<file path="config.mk">
export PLATFORM = sky130hd
export DESIGN_NAME = pipeline_stage_skid_n
export DESIGN_NICKNAME = d
export VERILOG_FILES = /design/src/rtl/pipeline_stage_skid_n.sv
export SDC_FILE = /design/constraint.sdc
export NUM_CORES = 1
export LEC_CHECK = 0
export BUFFER_PORTS_ARGS = -buffer_cell sky130_fd_sc_hd__buf_2
export CORE_MARGIN = 2
export CORE_UTILIZATION = 45
export DETAILED_ROUTE_END_ITERATION = 6
export PLACE_DENSITY = 0.77
export SETUP_SLACK_MARGIN = 0.05
export SYNTH_ARGS = -nofsm -noshare
export SYNTH_HDL_FRONTEND = slang
export SYNTH_SLANG_ARGS = --single-unit
</file>
<file path="constraint.sdc">
create_clock -name clk -period 4.95 [get_ports clk]
set_input_delay 0.99 -clock clk [delete_from_list [all_inputs] [get_ports clk]]
set_output_delay 0.99 -clock clk [all_outputs]
set_load 0.03 [all_outputs]
</file>
<file path="src/rtl/pipeline_stage_skid_n.sv">
// pipeline_stage_skid_n: address-offset pipeline stage with a DEPTH-entry in-order skid FIFO, flush and occupancy.
module pipeline_stage_skid_n #(
  parameter int ADDR_W = 32,
  parameter int ID_W = 8,
  parameter int DEPTH = 2,
  parameter int WRAP_EN = 0
) (
  input  logic                         clk,
  input  logic                         reset,
  input  logic [ADDR_W-1:0]            stage_offset,
  input  logic [ADDR_W-1:0]            addr_limit,
  input  logic                         flush,
  input  logic [ADDR_W-1:0]            in_address,
  input  logic [ID_W-1:0]              in_id,
  input  logic                         in_valid,
  output logic                         out_stall,
  output logic [ADDR_W-1:0]            out_address,
  output logic [ID_W-1:0]              out_id,
  output logic                         out_valid,
  input  logic                         in_stall,
  output logic [$clog2(DEPTH+1)-1:0]   occupancy
);
  localparam int PW = $clog2(DEPTH);
  localparam int CW = $clog2(DEPTH+1);
  logic [ADDR_W-1:0] addr_q [DEPTH];
  logic [ID_W-1:0]   id_q [DEPTH];
  logic [PW-1:0]     rd_q, rd_d, wr_q, wr_d;
  logic [CW-1:0]     count_q, count_d;
  logic              push, pop;
  logic [ADDR_W:0]   sum, lim;
  logic [ADDR_W-1:0] res;
  function automatic logic [PW-1:0] inc(input logic [PW-1:0] p);
    return (p == PW'(DEPTH-1)) ? '0 : p + PW'(1);
  endfunction
  assign out_stall   = count_q == CW'(DEPTH);
  assign out_valid   = count_q != '0;
  assign occupancy   = count_q;
  assign out_address = addr_q[rd_q];
  assign out_id      = id_q[rd_q];
  assign push        = in_valid & ~out_stall & ~flush;
  assign pop         = out_valid & ~in_stall & ~flush;
  // A zero limit stands for 2^ADDR_W; only one subtraction is ever applied.
  always_comb begin
    sum     = {1'b0, in_address} + {1'b0, stage_offset};
    lim     = (addr_limit == '0) ? {1'b1, {ADDR_W{1'b0}}} : {1'b0, addr_limit};
    res     = (WRAP_EN != 0 && sum >= lim) ? ADDR_W'(sum - lim) : sum[ADDR_W-1:0];
    wr_d    = flush ? '0 : push ? inc(wr_q) : wr_q;
    rd_d    = flush ? '0 : pop ? inc(rd_q) : rd_q;
    count_d = flush ? '0 : (push && !pop) ? count_q + CW'(1) :
              (pop && !push) ? count_q - CW'(1) : count_q;
  end
  always_ff @(posedge clk) begin
    if (reset) begin
      count_q <= '0;
      rd_q    <= '0;
      wr_q    <= '0;
      for (int i = 0; i < DEPTH; i++) begin
        addr_q[i] <= '0;
        id_q[i]   <= '0;
      end
    end else begin
      count_q <= count_d;
      rd_q    <= rd_d;
      wr_q    <= wr_d;
      if (push) begin
        addr_q[wr_q] <= res;
        id_q[wr_q]   <= in_id;
      end
    end
  end
endmodule

</file>
* After elaboration in Yosys (flattened, before gate mapping) *
Memory sizes are Yosys's and may differ from the RTL's. A register that Yosys moved wholly into a read port is not among the register bits.
Index checks and enable logic that the tools add are counted.

storage, ports and cells
  bits in registers = 4
  RAM bits = 80
  output and inout bits = 44
  memories = 2

operators by class
  reductions and logical operators = 9
  bitwise gates (word level) = 7
  add/subtract/negate cells = 5
  equality and inequality tests = 1
  mux-type cells = 19

memories
  name    depth  bits a word  read ports  clocked after memory_dff  write ports  RTL line  text
  addr_q  2      32           1           1                         2            25        logic [ADDR_W-1:0] addr_q [DEPTH];
  id_q    2      8            1           1                         2            26        logic [ID_W-1:0] id_q [DEPTH];

operators with widths
  cell                                              number
  adder 32 bit                                      1
  two-way mux 32 bit                                1
  OR reduction 32 bit                               1
  two-way mux 1 bit                                 15
  two-way mux 8 bit                                 1
  OR reduction 8 bit                                1
  bitwise AND 1 bit                                 4
  two-way mux 2 bit                                 2
  nonzero test 2 bit                                2
  inverter 1 bit                                    3
  adder 1 bit, second input constant                2
  adder 2 x 1 -> 2 bit, second input constant       1
  equality test 2 bit, second input constant        1
  logical AND 1 bit                                 2
  zero test 1 bit                                   2
  OR reduction 2 bit                                1
  subtractor 2 x 1 -> 2 bit, second input constant  1

* Logic depth before layout (Yosys ltp) *
Gate-level depths: netlist of run 1.

  depth after elaboration = 9
  depth in mapped cells = 8
  mapped depth without buffers = 8

* Worst setup path after synthesis of run 1 *
Ideal clock, no wire load.

  kind = input port to flip-flop
  start = in flush
  end = mem addr_q[0][0], enable pin
  path buffers = 1
  stages = 2
  data arrival time = 4.241 ns
  setup slack = 0.212 ns
  library setup time = 0.497 ns
  path through = clkbuf_1 o31ai_1

RTL lines
  item             RTL line  text
  start, declared  12        input logic flush,
  end, declared    25

==> impl_metrics.yaml, run 1 <==
outcome:
  status: "complete, no violations"
place:
  place_hpwl_um: 10100
  place_ws_ns: 1.52
  io_buffers: 120
  gp_congestion: 0.914
logic_synthesis:
  yosysWarnings: 0
  synth_cell_types: 64
  synth_top_area_share_pct: 43.6
  synth_edf_count: 80
  synth_largest_area_cell: "edfxtp_1"
  synth_area_leaders: "edfxtp_1, mux2_2, ha_1"
  syn_inst: 534
  synth_area_um2: 5520
  syn_nets: 676
  avgSynthCellArea_um2: 10.3
  synthArstFlopShare_pct: 0
  yosysSeqAreaShare_pct: 45.4
  synth-seq-cells: 85
  synth-main-ff-cell: "edfxtp_1"
detailed_routing:
  dr.pass1.iters: 6
  wl_met3_um: 927
  vias_per_cell: 5.90
  drc: 0
  routedWlPerCell_um: 17.4
  ant_nets: 0
  dr.first_iter.drc_count: 470
  wl_um: 13900
  top_layer: "met4"
  vias: 4712
  wl_met2_um: 6650
  wl_met1_um: 6070
power:
  max-vdd-ir-drop_mv: 0.169
  p_int_mw: 1.35
  swShare_pct: 29.8
  power_frac_comb_pct: 24.6
  powerDensity_nw_per_um2: 296
  power.leakage_nw: 2.66
  power.share.clock_pct: 31.5
  p_sw_uw: 574
  p_seq_share_pct: 43.8
setup_path:
  required_ns: 5.01
  crit_type: "input port to flop"
  slowest_delay_ns: 0.48
  cp_top_family: "simple AND/OR/NAND/NOR gates"
  crit_fanout: 4
  cpMaxStageDelayCell: "nor4_1"
  start_kind: "input port"
  worst-endpoint-arrival_ns: 3.26
  r2r_slack_ns: 2.55
  worst-path-buf-inv: 1
  path_cells: "buf_2 > ha_1 > fa_1 > a211oi_1 > o211ai_1 > nand2_1 > a2111oi_2 > nor4_1 > nor3b_1"
  endpoint_kind: "flop"
clocking:
  path_clk_slew_ns: 0.06
  numCtsBuffers: 9
  insertion_delay_ns: 0.34
  cts_resized: 0
  cts_root_buf: "clkbuf_16"
  clock-sinks: 85
  postCtsSetupBuffers: 0
  cts_buffer_depth: 2
  htreeDepth: 3
  cts_hold_buf: 0
  cts_tree: "done"
sta:
  max_freq_mhz: 313
  fin_worst_skew_ns: 0.00747
  timing.setup.tns_ns: 0
  setup_ws_ns: 1.76
  fin_crit_ns: 3.19
  period_share_pct: 64.5
  setup_viol: 0
  maxSlewHeadroom_pct: 24.2
  hold_violations: 0
  drv_slew: 0
  worstMarginPinSlew_ns: 1.13
  hold_ws_ns: 0.581
  rsz0062_at_grt: "no"
final_layout:
  final_cell_mix: "buf_2, edfxtp_1, nor2_1"
  layout_commonest_cell: "buf_2"
  drive_above_1_share_pct: 29.0
  syn_to_final_growth_pct: 18.3
  diodes: 0
  nets: 789
  final_core_util_pct: 54.3
floorplan:
  start_util_pct: 45.9
  fp.dieArea_um2: 13200
  die_h_um: 115
  core_area_um2: 12000
  die_w_um: 115
  row_count: 40
  ios: 153
min_path:
  min_path_type: "flop to flop"
global_routing:
  grt_max_degree: 41
  grt_pass1_wl_um: 21900
  grt_usage_pct: 21.2
  antenna_found_initial: 0
  grt_pass1_vias: 4525
  gr-total-overflow: 0
job:
  drv_cap: 0
## synth_stat cells (all sizes together), types with 3 or more instances
cell and n:
clkbuf 10, and4 4, inv 6, and2 22
dfxtp 5, edfxtp 80, nand3 12, nor3 28
ha 32, nand4 11, a21o 5, a211oi 6
o21ai 34, a21boi 4, or4 3, and3 7
nor2 54, a21oi 38, mux2 40, buf 10
nand2 40, o211ai 8, o21a 5, nor3b 8
o31ai 3, xnor2 12, nand2b 3, nor4 3
xor2 10, a31oi 5
## cells by family after synthesis
kind of cell,synth area share [%]
flip-flops,45.4
adder cells (fa/ha/maj),7.62
multiplexers,8.53
AO/OA/AOI/OAI,14.3
buffers and inverters,1.91
AND/OR/NAND/NOR,18.8
XOR/XNOR,3.49
## worst reg2reg max path, delay by kind of cell (launching register included)
family,cells,cell delay (ns)
AND/OR/NAND/NOR,2,0.35
flip-flops,1,0.42
AO/OA/AOI/OAI,1,0.82
buffers and inverters,1,0.47
## final timing paths
check / start / cells past startpoint / end
setup reg to reg: occupancy[0] / 4 / addr_q[0][8]
hold / removal: rd_q / 2 / rd_q
hold reg to reg: rd_q / 2 / rd_q
setup / recovery: stage_offset[0] / 9 / addr_q[1][28]
## registers in the layout (all words and copies together), names as in the netlist, named ones only
register,cells
id_q,16
addr_q,64
occupancy,2
wr_q,1
rd_q,1
## layer usage
metal  track usage [%]  up-vias
li1                  -     2255
met1              28.9     2222
met2              35.5      213
met3              1.75       22
met4              8.19        0
met5                 0        -
## through the flow
step	area (um^2)	power, mW	cells
global placement	6260	1.31	783
floorplan	5520	1.19	534
finish	6530	1.93	799
detailed placement	6260	1.33	783
CTS	6530	1.93	799
global route	6530	2.01	799
## power by group through the flow
stage	Sequential [mW]	Clock [mW]	Combinational, mW
6_report	0.845	0.608	0.475
5_1_grt	0.849	0.642	0.517
4_1_cts	0.846	0.613	0.470
3_5_place_dp	0.861	0	0.466
3_3_place_gp	0.858	0	0.456
2_1_floorplan	0.858	0	0.330
## layout make-up
type | count | area [um^2]
Clock inverter | 2 | 12.5
Multi-Input combinational cell | 423 | 2930
Clock buffer | 14 | 254
Inverter | 6 | 22.5
Fill cell | 1036 | 5490
Timing Repair Buffer | 122 | 616
Tap cell | 147 | 184
Sequential cell | 85 | 2500
Power figures use the tool's default switching activity.
==> inputs of run 2 (changes only) <==
- clock period: 4.95 -> 2.7 ns (I/O delays scaled with it)
==> run 2 against run 1 <==
Effect of this change: setup slack lost 1.6 ns; sequential share of layout area shrank 2.1 points; via count grew 3.2%; first-iteration DRC count shrank 29%; critical path type unchanged; critical endpoint is now addr_q[1][26]; largest power group unchanged.
==> impl_metrics.yaml, run 2 (synthesized netlist as in run 1, its figures left out) <==
outcome:
  status: "complete, no violations"
detailed_routing:
  ant_nets: 0
  wl_um: 14300
  dr.first_iter.drc_count: 332
  vias: 4862
  drc: 0
  dr.pass1.iters: 5
  vias_per_cell: 5.79
  routedWlPerCell_um: 17.1
floorplan:
  row_count: 40
  die_h_um: 115
  fp.dieArea_um2: 13200
  ios: 153
  die_w_um: 115
  start_util_pct: 45.9
  core_area_um2: 12000
final_layout:
  fillCellCount: 1029
  largest_reg_flops: 64
  layout_commonest_cell: "buf_2"
  final_core_util_pct: 57.4
  drive_above_1_share_pct: 33.5
  final_cell_mix: "buf_2, edfxtp_1, nor2_1"
  diodes: 0
  max_flop_register: "addr_q"
  nets: 829
  syn_to_final_growth_pct: 25.0
  final_cells: 839
clocking:
  numCtsBuffers: 9
  clock-sinks: 85
  htreeDepth: 3
  insertion_delay_ns: 0.34
  cts_buffer_depth: 2
  cts_root_buf: "clkbuf_16"
  cts_tree: "done"
  postCtsSetupBuffers: 0
  path_clk_slew_ns: 0.06
global_routing:
  gr-total-overflow: 0
  grt_max_degree: 28
  antenna_found_initial: 0
  grt_pass1_vias: 4725
  grt_pass1_wl_um: 22900
  grt_usage_pct: 22.2
place:
  place_hpwl_um: 11000
  place_ws_ns: -0.182
  gp_congestion: 0.900
  dp_cells: 823
  io_buffers: 120
setup_path:
  crit_type: "input port to flop"
  path_common_cell: "a211oi_2"
  slowest_delay_ns: 0.49
  path_cells: "buf_2 > ha_1 > fa_1 > a211oi_2 > o211ai_1 > nand2_1 > a211oi_2 > or4_1 > nand3_1"
  crit_fanout: 4
  endpoint_kind: "flop"
  cp_top_family: "simple AND/OR/NAND/NOR gates"
  worst-path-buf-inv: 1
  worst-endpoint-arrival_ns: 2.71
  start_kind: "input port"
  cpMaxStageDelayCell: "or4_1"
  required_ns: 2.90
sta:
  period_share_pct: 92.8
  setup_ws_ns: 0.195
  worstMarginPinSlew_ns: 0.525
  fin_crit_ns: 2.51
  drv_slew: 0
  setup_viol: 0
  rsz0062_at_grt: "no"
  maxSlewHeadroom_pct: 64.8
  fin_worst_skew_ns: 0.00624
  hold_violations: 0
  max_freq_mhz: 399
job:
  drv_cap: 0
power:
  powerDensity_nw_per_um2: 543
  max-vdd-ir-drop_mv: 0.324
  power.leakage_nw: 2.88
min_path:
  min_path_type: "input port to flop"
run 2: changes by cell type in the layout (fill, tap and decap cells not counted), sizes merged:
cell      delta
bufinv       +1
clkinvlp     +1
clkinv       -1
buf         +40
clkbuf       -1
run 2: layout make-up:
| type | count | area, um^2 | area share [%] |
|---|---|---|---|
| Timing Repair Buffer | 162 | 941 | 13.6 |
| Sequential cell | 85 | 2500 | 36.3 |
| Tap cell | 147 | 184 | 2.67 |
| Clock buffer | 13 | 260 | 3.77 |
| Inverter | 6 | 22.5 | 0.327 |
| Clock inverter | 3 | 45.0 | 0.653 |
| Multi-Input combinational cell | 423 | 2940 | 42.6 |
run 2: worst paths after layout:
path                    from             to  slack [ns]  cells after the start
max          stage_offset[0]  addr_q[1][26]        0.19                      9
min                 in_id[7]     id_q[1][7]        0.49                      2
max reg2reg     occupancy[0]  addr_q[0][26]        0.64                      7
min reg2reg             rd_q           rd_q        0.57                      2
run 2: per-layer routing:
metal	GRT usage, %	vias up	share of wire [%]
met4	7.23	0	1.9
met1	29.8	2308	44
met5	0	-	0
met3	2.96	20	6.3
met2	37.6	194	48
li1	-	2340	-
run 2: worst reg2reg max path, cell delays in order, from the launching register on:
cell	delay, ns
dfxtp_1	0.40
nand2b_1	0.20
nand2_2	0.15
or4_4	0.51
buf_4	0.27
nor3_1	0.22
o21ai_0	0.11
nand3_1	0.08
run 2: report_power, final:
group          total (mW)  leakage, nW  internal (mW)  switching [mW]
Sequential           1.55        0.876           1.52          0.0226
Combinational       0.955         1.86          0.373           0.582
Clock                1.24        0.142          0.767           0.474
Total                3.74         2.88           2.66            1.08
run 2: metrics by stage:
step / cell area, um^2 / power [mW] / TNS [ns] / hold slack, ns
2_1_floorplan: 5530 / 2.18 / 0 / 0.520
3_3_place_gp: 6580 / 2.50 / -1.10 / 0.536
3_5_place_dp: 6580 / 2.52 / -1.48 / 0.562
4_1_cts: 6890 / 3.75 / 0 / 0.482
5_1_grt: 6890 / 3.90 / 0 / 0.491
6_report: 6890 / 3.74 / 0 / 0.489
run 2: repair_timing:
| action | in CTS | in global routing |
|---|---|---|
| setup endpoints to repair | 0 | 8 |
| hold buffers | 0 | 0 |
| gates resized for setup | 0 | 1 |
==> inputs of run 3 (changes only) <==
- CTS_BUF_LIST: unset -> sky130_fd_sc_hd__clkbuf_4
==> run 3 against run 2 <==
Effect of this change: combinational power barely moved; register-to-register slack about the same; global-route usage fell by 0.10 points; flip-flop and latch count is the same; power is 14% lower; die area is the same; worst hold slack got worse by 0.11 ns; largest cell class unchanged.
==> impl_metrics.yaml, run 3 (synthesized netlist as in run 1, its figures left out) <==
min_path:
  hold_start: "in_id[7]"
  min_path_type: "input port to flop"
sta:
  period_share_pct: 91.6
  maxSlewHeadroom_pct: 65.4
  setup_viol: 0
  fin_worst_skew_ns: 0.0174
  rsz0062_at_grt: "no"
  fin_crit_ns: 2.47
  worstMarginPinSlew_ns: 0.514
  hold_ws_ns: 0.376
  drv_slew: 0
  hold_violations: 0
  max_freq_mhz: 404
detailed_routing:
  ant_nets: 0
  dr.first_iter.drc_count: 314
  dr.pass1.iters: 5
  vias: 4853
  vias_per_cell: 5.78
  wl_um: 14300
  routedWlPerCell_um: 17.1
  drc: 0
global_routing:
  grt_max_degree: 28
  busiest_layer: "met2"
  met3_usage_pct: 2.91
  antenna_found_initial: 1
  gr-total-overflow: 0
  grt_pass1_wl_um: 22800
  use_met1_pct: 29.5
  grt_pass1_vias: 4711
  grt_usage_pct: 22.1
  gr-usage-met2_pct: 37.2
place:
  io_buffers: 120
  gp_congestion: 0.900
  place_hpwl_um: 11000
  place_area_um2: 6580
final_layout:
  final_cell_mix: "buf_2, edfxtp_1, nor2_1"
  final_core_util_pct: 56.0
  largest_reg_flops: 64
  layout_commonest_cell: "buf_2"
  syn_to_final_growth_pct: 21.9
  final_cell_area_um2: 6720
  max_flop_register: "addr_q"
  drive_above_1_share_pct: 33.4
  nets: 829
outcome:
  status: "complete, no violations"
clocking:
  clock-sinks: 85
  cts_buffer_depth: 2
  insertion_delay_ns: 0.45
  path_clk_slew_ns: 0.13
  cts_tree: "done"
  cts_hold_buf: 0
  htreeDepth: 3
  numCtsBuffers: 9
  cts_resized: 0
  postCtsSetupBuffers: 0
  cts_root_buf: "clkbuf_4"
setup_path:
  critPathLaunch: "stage_offset[0]"
  crit_fanout: 4
  endpoint_kind: "flop"
  slowest_delay_ns: 0.49
  cpMaxStageDelayCell: "or4_1"
  worst-endpoint-arrival_ns: 2.79
  start_kind: "input port"
  reg2reg_from: "occupancy[0]"
  required_ns: 3.01
  crit_type: "input port to flop"
  path_cells: "buf_2 > ha_1 > fa_1 > a211oi_1 > o211ai_1 > nand2_1 > a211oi_2 > or4_1 > nand3_1"
floorplan:
  row_count: 40
  start_util_pct: 45.9
  die_h_um: 115
  fp.dieArea_um2: 13200
  die_w_um: 115
  ios: 153
  core_area_um2: 12000
power:
  max-vdd-ir-drop_mv: 0.168
  powerDensity_nw_per_um2: 479
  power.leakage_nw: 2.80
  total_power_mw: 3.22
job:
  drv_cap: 0
==> run 3: changes by cell type in the layout (fill, tap and decap cells not counted) <==
cell,change
clkbuf_4,+11
clkbuf_16,-9
clkbuf_1,-2
clkbuf_8,-2
clkinv_1,+2
a211oi_1,+1
a211oi_2,-1
diode_2,+1
==> run 3: final cells by class <==
type / count / area [um^2]
Fill cell: 1062 / 5290
Multi-Input combinational cell: 423 / 2930
Sequential cell: 85 / 2500
Timing Repair Buffer: 162 / 941
Tap cell: 147 / 184
Clock buffer: 11 / 82.6
Clock inverter: 5 / 52.6
Inverter: 6 / 22.5
Antenna cell: 1 / 2.50
==> run 3: power by group <==
part           switching [mW]  internal, mW
Clock                   0.423         0.297
Combinational           0.581         0.372
Sequential             0.0225          1.52
==> run 3: final timing paths <==
kind / endpoint / slack, ns / cells after the start
worst max-delay path: addr_q[1][26] / 0.23 / 9
worst min-delay path: id_q[1][7] / 0.38 / 2
worst max register to register: addr_q[0][26] / 0.63 / 7
worst min register to register: rd_q / 0.59 / 2
==> run 3: worst max-delay path, delay by kind of cell <==
family	cells	cell delay, ns
adders and majority gates	2	0.67
and+or+nand+nor	3	0.80
AOI/OAI and AO/OA	3	0.68
buffers and inverters	1	0.10
==> run 3: through the flow <==
stage               setup TNS (ns)  worst slack (ns)  std cells
floorplan                        0            0.0796        534
global placement             -1.10            -0.126        823
detailed placement           -1.48            -0.182        823
CTS                              0             0.252        839
global route                     0            0.0923        840
finish                           0             0.226        840
==> run 3: routing by layer <==
metal	share of wire (%)	wire length, um
met5	0	0
met4	1.8	251
met3	6.3	906
met2	47	6760
met1	45	6400
